--- src/rtl/mainfsm.sv ---
// Multi-cycle control FSM for the ARM-subset processor: Moore decode of state into mux selects and raw write enables.
// Optional MAINFSM_MEMWAIT_EN adds MemReady to stall FETCH, MEMREAD and MEMWRITE on slow memory.
module mainfsm #(
    parameter int STATE_W = 4
) (
    input  logic               clk,
    input  logic               reset,
`ifdef MAINFSM_MEMWAIT_EN
    input  logic               MemReady,
`endif
    input  logic [1:0]         Op,
    input  logic [5:0]         Funct,
    input  logic               IsLong,
    output logic               IRWrite,
    output logic               AdrSrc,
    output logic               ALUSrcA,
    output logic [1:0]         ALUSrcB,
    output logic [1:0]         ResultSrc,
    output logic               NextPC,
    output logic               RegW,
    output logic               RegWHi,
    output logic               MemW,
    output logic               Branch,
    output logic               ALUOp,
    output logic [STATE_W-1:0] State
);

    typedef enum logic [STATE_W-1:0] {
        FETCH    = STATE_W'(0),
        DECODE   = STATE_W'(1),
        MEMADR   = STATE_W'(2),
        MEMREAD  = STATE_W'(3),
        MEMWB    = STATE_W'(4),
        MEMWRITE = STATE_W'(5),
        EXECUTER = STATE_W'(6),
        EXECUTEI = STATE_W'(7),
        ALUWB    = STATE_W'(8),
        BRANCH   = STATE_W'(9),
        ALUWBHI  = STATE_W'(10)
    } state_t;

    logic [STATE_W-1:0] state;
    logic [STATE_W-1:0] dec_state;
    logic               mem_ready;
    logic               unused_funct;

`ifdef MAINFSM_MEMWAIT_EN
    assign mem_ready = MemReady;
`else
    assign mem_ready = 1'b1;
`endif

    assign unused_funct = ^Funct[4:1];
    assign State        = state;

    always_ff @(posedge clk) begin
        if (reset) begin
            state <= FETCH;
        end else begin
            case (state)
                FETCH:    if (mem_ready) state <= DECODE;
                DECODE: begin
                    case (Op)
                        2'b00:   state <= Funct[5] ? EXECUTEI : EXECUTER;
                        2'b01:   state <= MEMADR;
                        2'b10:   state <= BRANCH;
                        default: state <= FETCH;
                    endcase
                end
                MEMADR:   state <= Funct[0] ? MEMREAD : MEMWRITE;
                MEMREAD:  if (mem_ready) state <= MEMWB;
                MEMWB:    state <= FETCH;
                MEMWRITE: if (mem_ready) state <= FETCH;
                EXECUTER: state <= ALUWB;
                EXECUTEI: state <= ALUWB;
                ALUWB:    state <= IsLong ? ALUWBHI : FETCH;
                default:  state <= FETCH;
            endcase
        end
    end

    // During reset the muxes present their FETCH selects; enables are cleared below.
    assign dec_state = reset ? FETCH : state;

    always_comb begin
        IRWrite   = 1'b0;
        AdrSrc    = 1'b0;
        ALUSrcA   = 1'b0;
        ALUSrcB   = 2'b00;
        ResultSrc = 2'b00;
        NextPC    = 1'b0;
        RegW      = 1'b0;
        RegWHi    = 1'b0;
        MemW      = 1'b0;
        Branch    = 1'b0;
        ALUOp     = 1'b0;
        case (dec_state)
            FETCH: begin
                IRWrite   = mem_ready;
                NextPC    = mem_ready;
                ALUSrcA   = 1'b1;
                ALUSrcB   = 2'b10;
                ResultSrc = 2'b10;
            end
            DECODE: begin
                ALUSrcA   = 1'b1;
                ALUSrcB   = 2'b10;
                ResultSrc = 2'b10;
            end
            MEMADR:   ALUSrcB = 2'b01;
            MEMREAD:  AdrSrc  = 1'b1;
            MEMWRITE: begin
                AdrSrc = 1'b1;
                MemW   = mem_ready;
            end
            MEMWB: begin
                ResultSrc = 2'b01;
                RegW      = 1'b1;
            end
            EXECUTER: ALUOp = 1'b1;
            EXECUTEI: begin
                ALUSrcB = 2'b01;
                ALUOp   = 1'b1;
            end
            ALUWB:    RegW   = 1'b1;
            ALUWBHI:  RegWHi = 1'b1;
            BRANCH: begin
                ALUSrcB   = 2'b01;
                ResultSrc = 2'b10;
                Branch    = 1'b1;
            end
            default: ;
        endcase
        if (reset) begin
            IRWrite = 1'b0;
            NextPC  = 1'b0;
            RegW    = 1'b0;
            RegWHi  = 1'b0;
            MemW    = 1'b0;
            Branch  = 1'b0;
        end
    end

endmodule

--- config.mk ---
export PLATFORM = sky130hd
export DESIGN_NAME = mainfsm
export DESIGN_NICKNAME = d
export VERILOG_FILES = /design/src/rtl/mainfsm.sv
export SDC_FILE = /design/constraint.sdc
export NUM_CORES = 1
export LEC_CHECK = 0
export CORE_AREA = 3 3 40 42
export CTS_BUF_LIST = sky130_fd_sc_hd__clkbuf_2
export DETAILED_ROUTE_END_ITERATION = 10
export DIE_AREA = 0 0 43 45
export GPL_TIMING_DRIVEN = 0
export PLACE_DENSITY = 0.69
export SLEW_MARGIN = 10
export SYNTH_ARGS = -nofsm -noshare
export SYNTH_HDL_FRONTEND = slang
export SYNTH_SLANG_ARGS = --single-unit
export TNS_END_PERCENT = 50
--- constraint.sdc ---
create_clock -name clk -period 2.05 [get_ports clk]
set_clock_uncertainty 0.15 [all_clocks]
set_input_delay 0.5125 -clock clk [delete_from_list [all_inputs] [get_ports clk]]
set_output_delay 0.5125 -clock clk [all_outputs]
set_load 0.005 [all_outputs]
==> flow_summary.toml, run 1 <==
[status]
run_status = "complete, no violations"

[cts]
cts.sink_count = 4
clock_path_buffers = 2
h_tree_depth_reported_by_cts = 1
cts.hold.buffers_added = 0
number_of_buffers_created_by_cts = 3
cts_tree = "done"
clk_transition_reported_paths_ns = 0.04
cts_root_buf = "sky130_fd_sc_hd__clkbuf_2"
clk_latency_ns = 0.20

[die]
design.portCount = 28
fp-row-count = 13
start_util = 0.296
fp.dieArea_um2 = 1940
chipWidth_um = 43
die-height_um = 45
core_um2 = 1280

[route]
drt_pre_antenna_iters = 5
dr.first_iter.drc_count = 15
num_vias = 502
route.met2.wl_um = 580
top_signal_layer_used = "met3"
drt-wirelength-per-cell_um = 12.4
avgViaCountPerCell = 5.02
wl_met3_um = 114
drc_violations_left = 0
routedLengthMet1_um = 547
drtAntennaViolNets = 0
routed_wirelength_um = 1240

[synth]
syn-mean-instance-area_um2 = 7.18
synth_sequential_area_ratio = 0.211
syn_area_um2 = 380
synth.distinct_cells = 28
synthesis.instances = 53
yosys_warnings = 0
synth.net_count = 64
synth-seq-cells = 4

[sta]
final_hold_viol_count = 0
report.final.setup_viol = 0
fin_hold_ws_ns = 0.350
fin_crit_sh = 0.975
relSlewSlack = 0.850
max_freq_ghz = 0.500
fin_setup_tns_ns = 0
final_critical_path_required_period_ns = 2.00
transition_time_at_the_pin_with_the_least_slew_margin_ns = 0.225
timing_max_transition_violations_final = 0

[global_routing]
global_route.overflow_total = 0
wire_length_of_the_first_global_routing_pass_um = 2050
number_of_global_route_vias_before_repair = 479
largest_net_degree_at_the_start_of_global_routing = 11
antenna_found_initial = 0
grt_usage = 0.139

[power]
power.leakage_uw = 0.000359
ir_drop_mv = 0.339
power_density_nw_per_um2 = 425

[placement]
dpl.hpwl_um = 797
placed_cells_incl_taps = 90
gp_routability_congestion = 0.785
port-buffer-count = 22
dpl_cell_area_um2 = 619

[setup_path]
cp_slowest_cell = "sky130_fd_sc_hd__or3_4"
worst_path_arrival_ns = 1.34
cells_traversed_along_the_worst_timing_path = "clkbuf_8 > or3_4 > nor2_4 > clkdlybuf4s15_2"
setup.worst_path.end_class = "output port"
critical_path_buf_inv_count = 2
worst-setup-path-type = "in2out"
critPathMaxStageDelay_ns = 0.35
path_max_fanout = 9
family_with_the_most_delay_on_the_worst_path = "simple AND/OR/NAND/NOR gates"
timing.critical_path.required_ns = 1.39
cp-start-kind = "input port"

[finish]
max_ffs_per_register = 4
fill_cells = 136
post_route_cells_drive_above_1_share = 0.376
most_used_cells_in_the_layout_excluding_fill_and_tap_cells = "9 x sky130_fd_sc_hd__buf_4, 9 x sky130_fd_sc_hd__clkdlybuf4s50_1, 9 x sky130_fd_sc_hd__dlygate4sd2_1"
final_net_count = 98
final_core_util = 0.591
diodes = 0
syn2layout_area_growth_pct = 99.7
final-instance-count-excl-fill = 100
layout.cell_area.non_filler_um2 = 759

[worst_hold_path]
hold_path.class = "reg2reg"

[run]
cap_violations = 0
cells in the mapped netlist, drive strengths merged:
| cell type | instances | area (µm²) |
|---|---|---|
| a21o | 3 | 22.5 |
| o21ai | 1 | 5.00 |
| a31oi | 1 | 6.26 |
| and3 | 4 | 25.0 |
| or2 | 1 | 8.76 |
| dfxtp | 4 | 80.1 |
| a2bb2oi | 1 | 8.76 |
| nor2b | 1 | 6.26 |
| nand4b | 2 | 17.5 |
| buf | 3 | 17.5 |
| nand2 | 3 | 11.3 |
| o32ai | 1 | 8.76 |
| clkbuf | 2 | 11.3 |
| inv | 1 | 3.75 |
| nand2b | 3 | 18.8 |
| a21oi | 2 | 13.8 |
| and2b | 1 | 7.51 |
| xor2 | 1 | 8.76 |
| o21a | 2 | 15.0 |
| nor2 | 9 | 33.8 |
| or3 | 1 | 6.26 |
| a221o | 1 | 10.0 |
| xnor2 | 1 | 8.76 |
| nand3b | 2 | 15.0 |
| nor3 | 2 | 10.0 |
per-stage QoR:
stage,power (µW),setup WS [ns]
final,323,0.0517
after global routing,347,-0.0128
after global placement,221,-0.460
after detailed placement,220,-0.459
after CTS,320,-0.120
after floorplan,159,0.0894
kinds of logic after synthesis:
kind of cell           Yosys count  synth area share
AO/OA/AOI/OAI                   12             0.237
XOR/XNOR                         2            0.0461
buffers and inverters            6            0.0855
flip-flops                       4             0.211
AND/OR/NAND/NOR                 29             0.421
metal layers:
metal | global-route usage | vias up
met2 | 0.219 | 26
met1 | 0.172 | 226
met3 | 0.0279 | 0
met4 | 0.0904 | 0
met5 | 0 | -
li1 | - | 250
final timing paths:
kind / end / slack (ns) / start / cells after the start
setup reg to reg: State[3]$_SDFF_PP0_ / 0.68 / State[1]$_SDFF_PP0_ / 4
setup / recovery: IRWrite / 0.05 / reset / 4
hold reg to reg: State[0]$_SDFF_PP0_ / 0.35 / State[0]$_SDFF_PP0_ / 1
hold / removal: State[0]$_SDFF_PP0_ / 0.35 / State[0]$_SDFF_PP0_ / 1
cell type report:
class                           count  area [µm²]  area share
Clock buffer                        3        15.0      0.0198
Tap cell                           15        18.8      0.0247
Multi-Input combinational cell     43         315       0.415
Inverter                            1        3.75     0.00494
Sequential cell                     4        90.1       0.119
Timing Repair Buffer               29         258       0.339
Buffer                              5        58.8      0.0774
report_power, final:
group	total (µW)	switching (µW)	internal (µW)	leakage, µW
logic	158	63.8	94.3	0.000312
registers	96.1	11.1	85.0	0.0000350
clock network	68.3	29.0	39.3	0.0000125
what timing repair did:
item,in CTS,in global routing
gates resized for setup,40,5
buffers inserted,6,1
setup endpoints to repair,13,4
hold endpoints to repair,0,0
pin swaps,3,1
Note: power is estimated with default switching activity, not from simulation.
==> run 2: changes to the inputs <==
Settings changed: PLACE_DENSITY 0.69 to 0.67.
Clock period 2.05 ns to 2.2 ns, I/O delays scaled along.
==> flow_summary.toml, run 2 (synthesized netlist as in run 1, its figures left out) <==
[route]
drc_violations_left = 0
routed_wirelength_um = 1160
avgViaCountPerCell = 4.92
routedLengthMet1_um = 545
num_vias = 477
route.met2.wl_um = 530
drt-wirelength-per-cell_um = 12.0
drtAntennaViolNets = 0
top_signal_layer_used = "met3"
dr.first_iter.drc_count = 4
drt_pre_antenna_iters = 2
wl_met3_um = 86

[sta]
max_freq_ghz = 0.474
report.final.setup_viol = 0
relSlewSlack = 0.837
setup_ws_ns = 0.0901
fin_crit_sh = 0.959
final_critical_path_required_period_ns = 2.11
final_hold_viol_count = 0
transition_time_at_the_pin_with_the_least_slew_margin_ns = 0.243
setup_repair_after_global_routing_missed_its_margin = "false"
timing_max_transition_violations_final = 0

[global_routing]
antenna_found_initial = 0
number_of_global_route_vias_before_repair = 451
largest_net_degree_at_the_start_of_global_routing = 11
global_route.overflow_total = 0
wire_length_of_the_first_global_routing_pass_um = 1930
grt_usage = 0.129

[finish]
diodes = 0
max_ffs_per_register = 4
layout.cells.most_common = "sky130_fd_sc_hd__clkdlybuf4s50_1"
syn2layout_area_growth_pct = 100
most_used_cells_in_the_layout_excluding_fill_and_tap_cells = "9 x sky130_fd_sc_hd__clkdlybuf4s50_1, 7 x sky130_fd_sc_hd__dlymetal6s2s_1, 6 x sky130_fd_sc_hd__buf_4"
final_net_count = 95
post_route_cells_drive_above_1_share = 0.329
final-instance-count-excl-fill = 97

[die]
start_util = 0.296
chipWidth_um = 43
core_um2 = 1280
design.portCount = 28
fp.dieArea_um2 = 1940
die-height_um = 45
fp-row-count = 13

[setup_path]
cells_traversed_along_the_worst_timing_path = "clkbuf_8 > or3_4 > nor2_4 > dlygate4sd2_1"
path_max_fanout = 9
critical_path_buf_inv_count = 2
cp_slowest_cell = "sky130_fd_sc_hd__or3_4"
critPathMaxStageDelay_ns = 0.39
worst_path_arrival_ns = 1.41
cp-start-kind = "input port"
worst-setup-path-type = "in2out"
timing.critical_path.required_ns = 1.50
setup.worst_path.end_class = "output port"
family_with_the_most_delay_on_the_worst_path = "simple AND/OR/NAND/NOR gates"

[cts]
cts.sink_count = 4
number_of_buffers_created_by_cts = 3
clock_path_buffers = 2
cts.hold.buffers_added = 0
clk_transition_reported_paths_ns = 0.04
h_tree_depth_reported_by_cts = 1
cts_tree = "done"
cts_root_buf = "sky130_fd_sc_hd__clkbuf_2"
clk_latency_ns = 0.19

[run]
cap_violations = 0

[worst_hold_path]
hold_path.class = "reg2reg"

[status]
run_status = "complete, no violations"

[power]
power_density_nw_per_um2 = 384
ir_drop_mv = 0.335
power.leakage_uw = 0.000408

[placement]
gp_routability_congestion = 0.796
dpl_worst_slack_ns = -0.398
dpl.hpwl_um = 824
port-buffer-count = 22
placed_cells_incl_taps = 90
run 2: final cells by class:
cell class	count	area (µm²)
buffer	5	57.6
clock buffer	3	15.0
fill	129	523
inverter	1	6.26
multi-input combinational	43	315
sequential	4	90.1
tap	15	18.8
timing repair buffer	26	259
run 2: path summary, 6_finish.rpt:
| kind | startpoint | endpoint | slack [ns] | cells past startpoint |
|---|---|---|---|---|
| worst max-delay path | reset | IRWrite | 0.09 | 4 |
| worst min-delay path | State[0]$_SDFF_PP0_ | State[0]$_SDFF_PP0_ | 0.36 | 1 |
| worst max register to register | State[1]$_SDFF_PP0_ | State[3]$_SDFF_PP0_ | 0.88 | 5 |
| worst min register to register | State[0]$_SDFF_PP0_ | State[0]$_SDFF_PP0_ | 0.36 | 1 |
run 2: layer usage:
metal | up-vias | track usage
li1 | 250 | -
met1 | 208 | 0.151
met2 | 19 | 0.222
met4 | 0 | 0.0723
met3 | 0 | 0.0239
met5 | - | 0
run 2: repair_timing:
item                                    in CTS  in global routing
pin swaps                                    1                  0
endpoints found under the setup margin      13                  8
cloned                                       0                  0
setup buffers                                3                  1
resized for setup                           28                 13
run 2: stage by stage:
stage / setup TNS, ns / util / total power, µW / cell area, µm² / hold slack, ns
CTS: 0 / 0.559 / 293 / 718 / 0.391
floorplan: 0 / - / 148 / 380 / 0.360
detailed placement: -1.33 / 0.482 / 205 / 619 / 0.433
global placement: -1.42 / 0.482 / 206 / 619 / 0.437
finish: 0 / 0.593 / 293 / 762 / 0.356
global route: 0 / 0.593 / 315 / 762 / 0.396
run 2: power by group:
group / total, µW / switching [µW] / leakage (µW) / internal (µW)
Sequential: 89.7 / 10.4 / 0.0000350 / 79.3
Combinational: 141 / 57.2 / 0.000360 / 84.0
Clock: 61.9 / 25.3 / 0.0000125 / 36.6
==> run 3: changes to the inputs <==
Settings changed: CORE_AREA 3 3 40 42 to 5 5 42 44, DIE_AREA 0 0 43 45 to 0 0 47 49.
==> flow_summary.toml, run 3 (synthesized netlist as in run 1, its figures left out) <==
[setup_path]
cp-start-kind = "input port"
worst_path_arrival_ns = 1.43
path_max_fanout = 9
timing.critical_path.required_ns = 1.50
setup.worst_path.end_class = "output port"
worst-setup-path-type = "in2out"

[finish]
final-instance-count-excl-fill = 99
most_used_cells_in_the_layout_excluding_fill_and_tap_cells = "10 x sky130_fd_sc_hd__clkdlybuf4s50_1, 10 x sky130_fd_sc_hd__dlygate4sd2_1, 7 x sky130_fd_sc_hd__buf_4"
diodes = 0
syn2layout_area_growth_pct = 94.4
post_route_cells_drive_above_1_share = 0.337
final_net_count = 96
fill_cells = 148
max_ffs_per_register = 4

[placement]
port-buffer-count = 22
dpl.hpwl_um = 830
dpl_worst_slack_ns = -0.375
gp_routability_congestion = 0.845
placed_cells_incl_taps = 91

[power]
swShare = 0.335
power_density_nw_per_um2 = 410
ir_drop_mv = 0.223
pwr-share-clk = 0.234
netSwitchingPower_uw = 102
power.leakage_uw = 0.000355
p_int_uw = 202
seqPwrFrac = 0.293
total_power_uw = 303
power_frac_comb = 0.473

[die]
fp-row-count = 14
core_um2 = 1400
fp.dieArea_um2 = 2300
design.portCount = 28
chipWidth_um = 47
start_util = 0.271
die-height_um = 49

[cts]
clk_latency_ns = 0.22
cts.sink_count = 4
h_tree_depth_reported_by_cts = 1
cts_root_buf = "sky130_fd_sc_hd__clkbuf_2"
clock_path_buffers = 2
clk_transition_reported_paths_ns = 0.04
number_of_buffers_created_by_cts = 3
cts_tree = "done"

[sta]
max_freq_ghz = 0.470
setup_repair_after_global_routing_missed_its_margin = "false"
final_critical_path_required_period_ns = 2.13
timing_max_transition_violations_final = 0
setup_ws_ns = 0.0745
relSlewSlack = 0.840
fin_crit_sh = 0.966
fin_setup_tns_ns = 0
final_hold_viol_count = 0
transition_time_at_the_pin_with_the_least_slew_margin_ns = 0.240
report.final.setup_viol = 0

[global_routing]
number_of_global_route_vias_before_repair = 481
antenna_found_initial = 0
grt_usage = 0.120
wire_length_of_the_first_global_routing_pass_um = 2060
largest_net_degree_at_the_start_of_global_routing = 11
global_route.overflow_total = 0

[route]
dr.first_iter.drc_count = 3
drtAntennaViolNets = 0
num_vias = 481
drc_violations_left = 0
drt-wirelength-per-cell_um = 12.0
routed_wirelength_um = 1180
drt_pre_antenna_iters = 2
avgViaCountPerCell = 4.86

[run]
cap_violations = 0

[worst_hold_path]
hold_path.class = "reg2reg"

[status]
run_status = "complete, no violations"
==> run 3: cell types whose count changed in the layout (fill, tap and decap cells not counted), sizes merged <==
cell           previous run  this run
dlymetal6s2s              7         1
dlygate4sd2               5        10
buf                       8         9
clkdlybuf4s50             9        10
==> run 3: critical path: stages <==
cell	delay [ns]
sky130_fd_sc_hd__clkbuf_8	0.14
sky130_fd_sc_hd__or3_4	0.41
sky130_fd_sc_hd__nor2_4	0.09
sky130_fd_sc_hd__dlygate4sd2_1	0.24
==> run 3: stage by stage <==
stage                     hold WS [ns]   util  cell area (µm²)
final                            0.377  0.528              739
after global routing             0.414  0.528              739
after CTS                        0.383  0.522              732
after global placement           0.417  0.443              621
after detailed placement         0.421  0.443              621
after floorplan                  0.360      -              380
==> run 3: layout make-up <==
type	count	area, µm²	share of cell area
Sequential cell	4	87.6	0.118
Inverter	1	6.26	0.00846
Clock buffer	3	15.0	0.0203
Tap cell	16	20.0	0.0271
Buffer	5	57.6	0.0778
Multi-Input combinational cell	43	308	0.416
Timing Repair Buffer	27	245	0.332
==> run 3: path summary, 6_finish.rpt <==
kind,startpoint,slack (ns),depth (start not counted),endpoint
hold / removal,State[0]$_SDFF_PP0_,0.38,1,State[0]$_SDFF_PP0_
hold reg to reg,State[0]$_SDFF_PP0_,0.38,1,State[0]$_SDFF_PP0_
setup reg to reg,State[1]$_SDFF_PP0_,0.89,5,State[3]$_SDFF_PP0_
setup / recovery,reset,0.07,4,IRWrite
==> run 3: power by group through the flow <==
stage	logic (µW)	clock network (µW)	registers, µW
3_3_place_gp	117	0	88.7
3_5_place_dp	117	0	88.7
5_1_grt	157	80.6	90.3
6_report	143	71.0	88.8
4_1_cts	143	74.0	89.6
2_1_floorplan	61.4	0	86.9
==> run 3: what timing repair did <==
| item | CTS | global route |
|---|---|---|
| endpoints found under the setup margin | 12 | 2 |
| resized for setup | 35 | 3 |
| pin swaps | 1 | 0 |
| buffers inserted | 5 | 0 |
| hold buffers | 0 | 0 |
==> run 3: per-layer routing <==
layer	GRT usage	up-vias	part of all wire
met1	0.164	213	0.46
met4	0.0553	0	0
met5	0	-	0
li1	-	250	-
met2	0.176	18	0.45
met3	0.0221	0	0.085
==> RTL edit: new RTL, flow settings as in run 3 <==
Build with the macro `MAINFSM_MEMWAIT_EN` defined.
--- a/src/rtl/mainfsm.sv
+++ b/src/rtl/mainfsm.sv
@@ -2,2 +2,4 @@
 // Optional MAINFSM_MEMWAIT_EN adds MemReady to stall FETCH, MEMREAD and MEMWRITE on slow memory.
+`define MAINFSM_MEMWAIT_EN
+
 module mainfsm #(
Interface: changed (added MemReady); port bits go from 28 to 29. The function was not compared with the original's and may differ.
==> RTL edit against run 3 <==
Worst setup slack worse by 32 ps; final area increased by 11%; largest cell class unchanged; wire length increased by 35%; area after synthesis increased by 29%; synthesized cell count is 21% higher; total power increased by 12%; sequential cell count unchanged.
==> RTL edit: results (changes against run 3) <==
launch point of the worst path=MemReady (was reset); Signal buffers=34 (was 32); Largest register FFs=4 (unchanged); Hold WS=478 ps (was 377 ps); Int Power=214 uW (was 202 uW); Critical Path Sink=NextPC (was IRWrite); Max stage delay on crit path=300 ps (was 410 ps); first-pass iteration count of the detailed router=4 (was 2); Crit Path Max Fanout=6 (was 9); synthesized net count=76 (was 64); routed wire length=1600 um (was 1180 um); hold path start=State[2] (was State[0]); Seq. cell area=85.1 um^2 (was 87.6 um^2); nets=109 (was 96); Slew HR=76.7% (was 84.0%); WP data arrival=1460 ps (was 1430 ps); clock latency on the worst-skew pair=190 ps (was 220 ps); DR vias=600 (was 481); Yosys cell types=34 (was 28); Post-DP Area=752 um^2 (was 621 um^2); hold endpoint=State[0] (unchanged); VDD IR max=0.331 mV (was 0.223 mV); Placer Congestion=0.882 (was 0.845); CP top delay family=buffers and inverters (was simple AND/OR/NAND/NOR gates); Seq area share=10.4% (was 11.8%); I/O Buffers=24 (was 22); area occupied by multi-input gates=377 um^2 (was 308 um^2); most frequent cells after synthesis=nor3_1, nor2_1, dfxtp_1, nand2b_1 (was nor2_1, and3_1, dfxtp_1); R2R Path Start=State[1] (unchanged); multi-input gate count=51 (was 43); Worst R2R Setup Slack=660 ps (was 890 ps); Sw Ratio=37.4% (was 33.5%); Seq/Total Area, Yosys=16.3% (was 21.1%); ratio of cells with drive above 1 in the final layout=33.7% (about the same); clock network fraction of total power=18.4% (was 23.4%); post-synthesis cell count=64 (was 53); CP max-delay cell=dlygate4sd2_1 (was or3_4); post-place setup slack=-624 ps (was -375 ps); inverter count=3 (was 1); Vias/cell=5.41 (was 4.86); sequential fraction of design power=26.6% (was 29.3%); non-clk buf share=38.0% (was 40.9%); clock-cell share of area=1.83% (was 2.03%); synth top area cells=dfxtp_1, buf_6, nor3_1, nand2b_1, nor2_1 (was dfxtp_1, nor2_1, and3_1, a21o_1, nand2b_1); RR Endpoint=State[0] (was State[3]); GRT Resource Usage Total=14.6% (was 12.0%); Worst Hold Depth=2 (was 1); DPL Wire Length=1070 um (was 830 um); Fmax=464 MHz (was 470 MHz); first-pass GRT wire length=2590 um (was 2060 um); outcome=finished clean (unchanged)
-- RTL edit: cell count changes after synthesis, moves of 3 or more --
cell           run 3  this run
nor3_1             2         6
nor2_1             9         5
and3_1             4         0
buf_6              0         3
a21o_1             3         0
inv_1              0         3
-- RTL edit: per-layer routing --
metal / GRT usage, % / share of wire, % / vias up
li1: - / - / 295
met1: 21.7 / 45 / 276
met2: 20.8 / 47 / 27
met3: 2.95 / 7.1 / 2
met4: 4.15 / 0.94 / 0
met5: 0 / 0 / -
-- RTL edit: timing repair --
action                                  4_1_cts  5_1_grt
gates resized for setup                      32        5
pin swaps                                     0        2
setup buffers                                 3        2
endpoints found under the setup margin       13        5
-- RTL edit: logic make-up after synthesis --
kind of cell / Yosys count
AOI/OAI and AO/OA: 17
xor gates and xnor gates: 2
buffers and inverters: 9
DFF: 4
and+or+nand+nor: 32
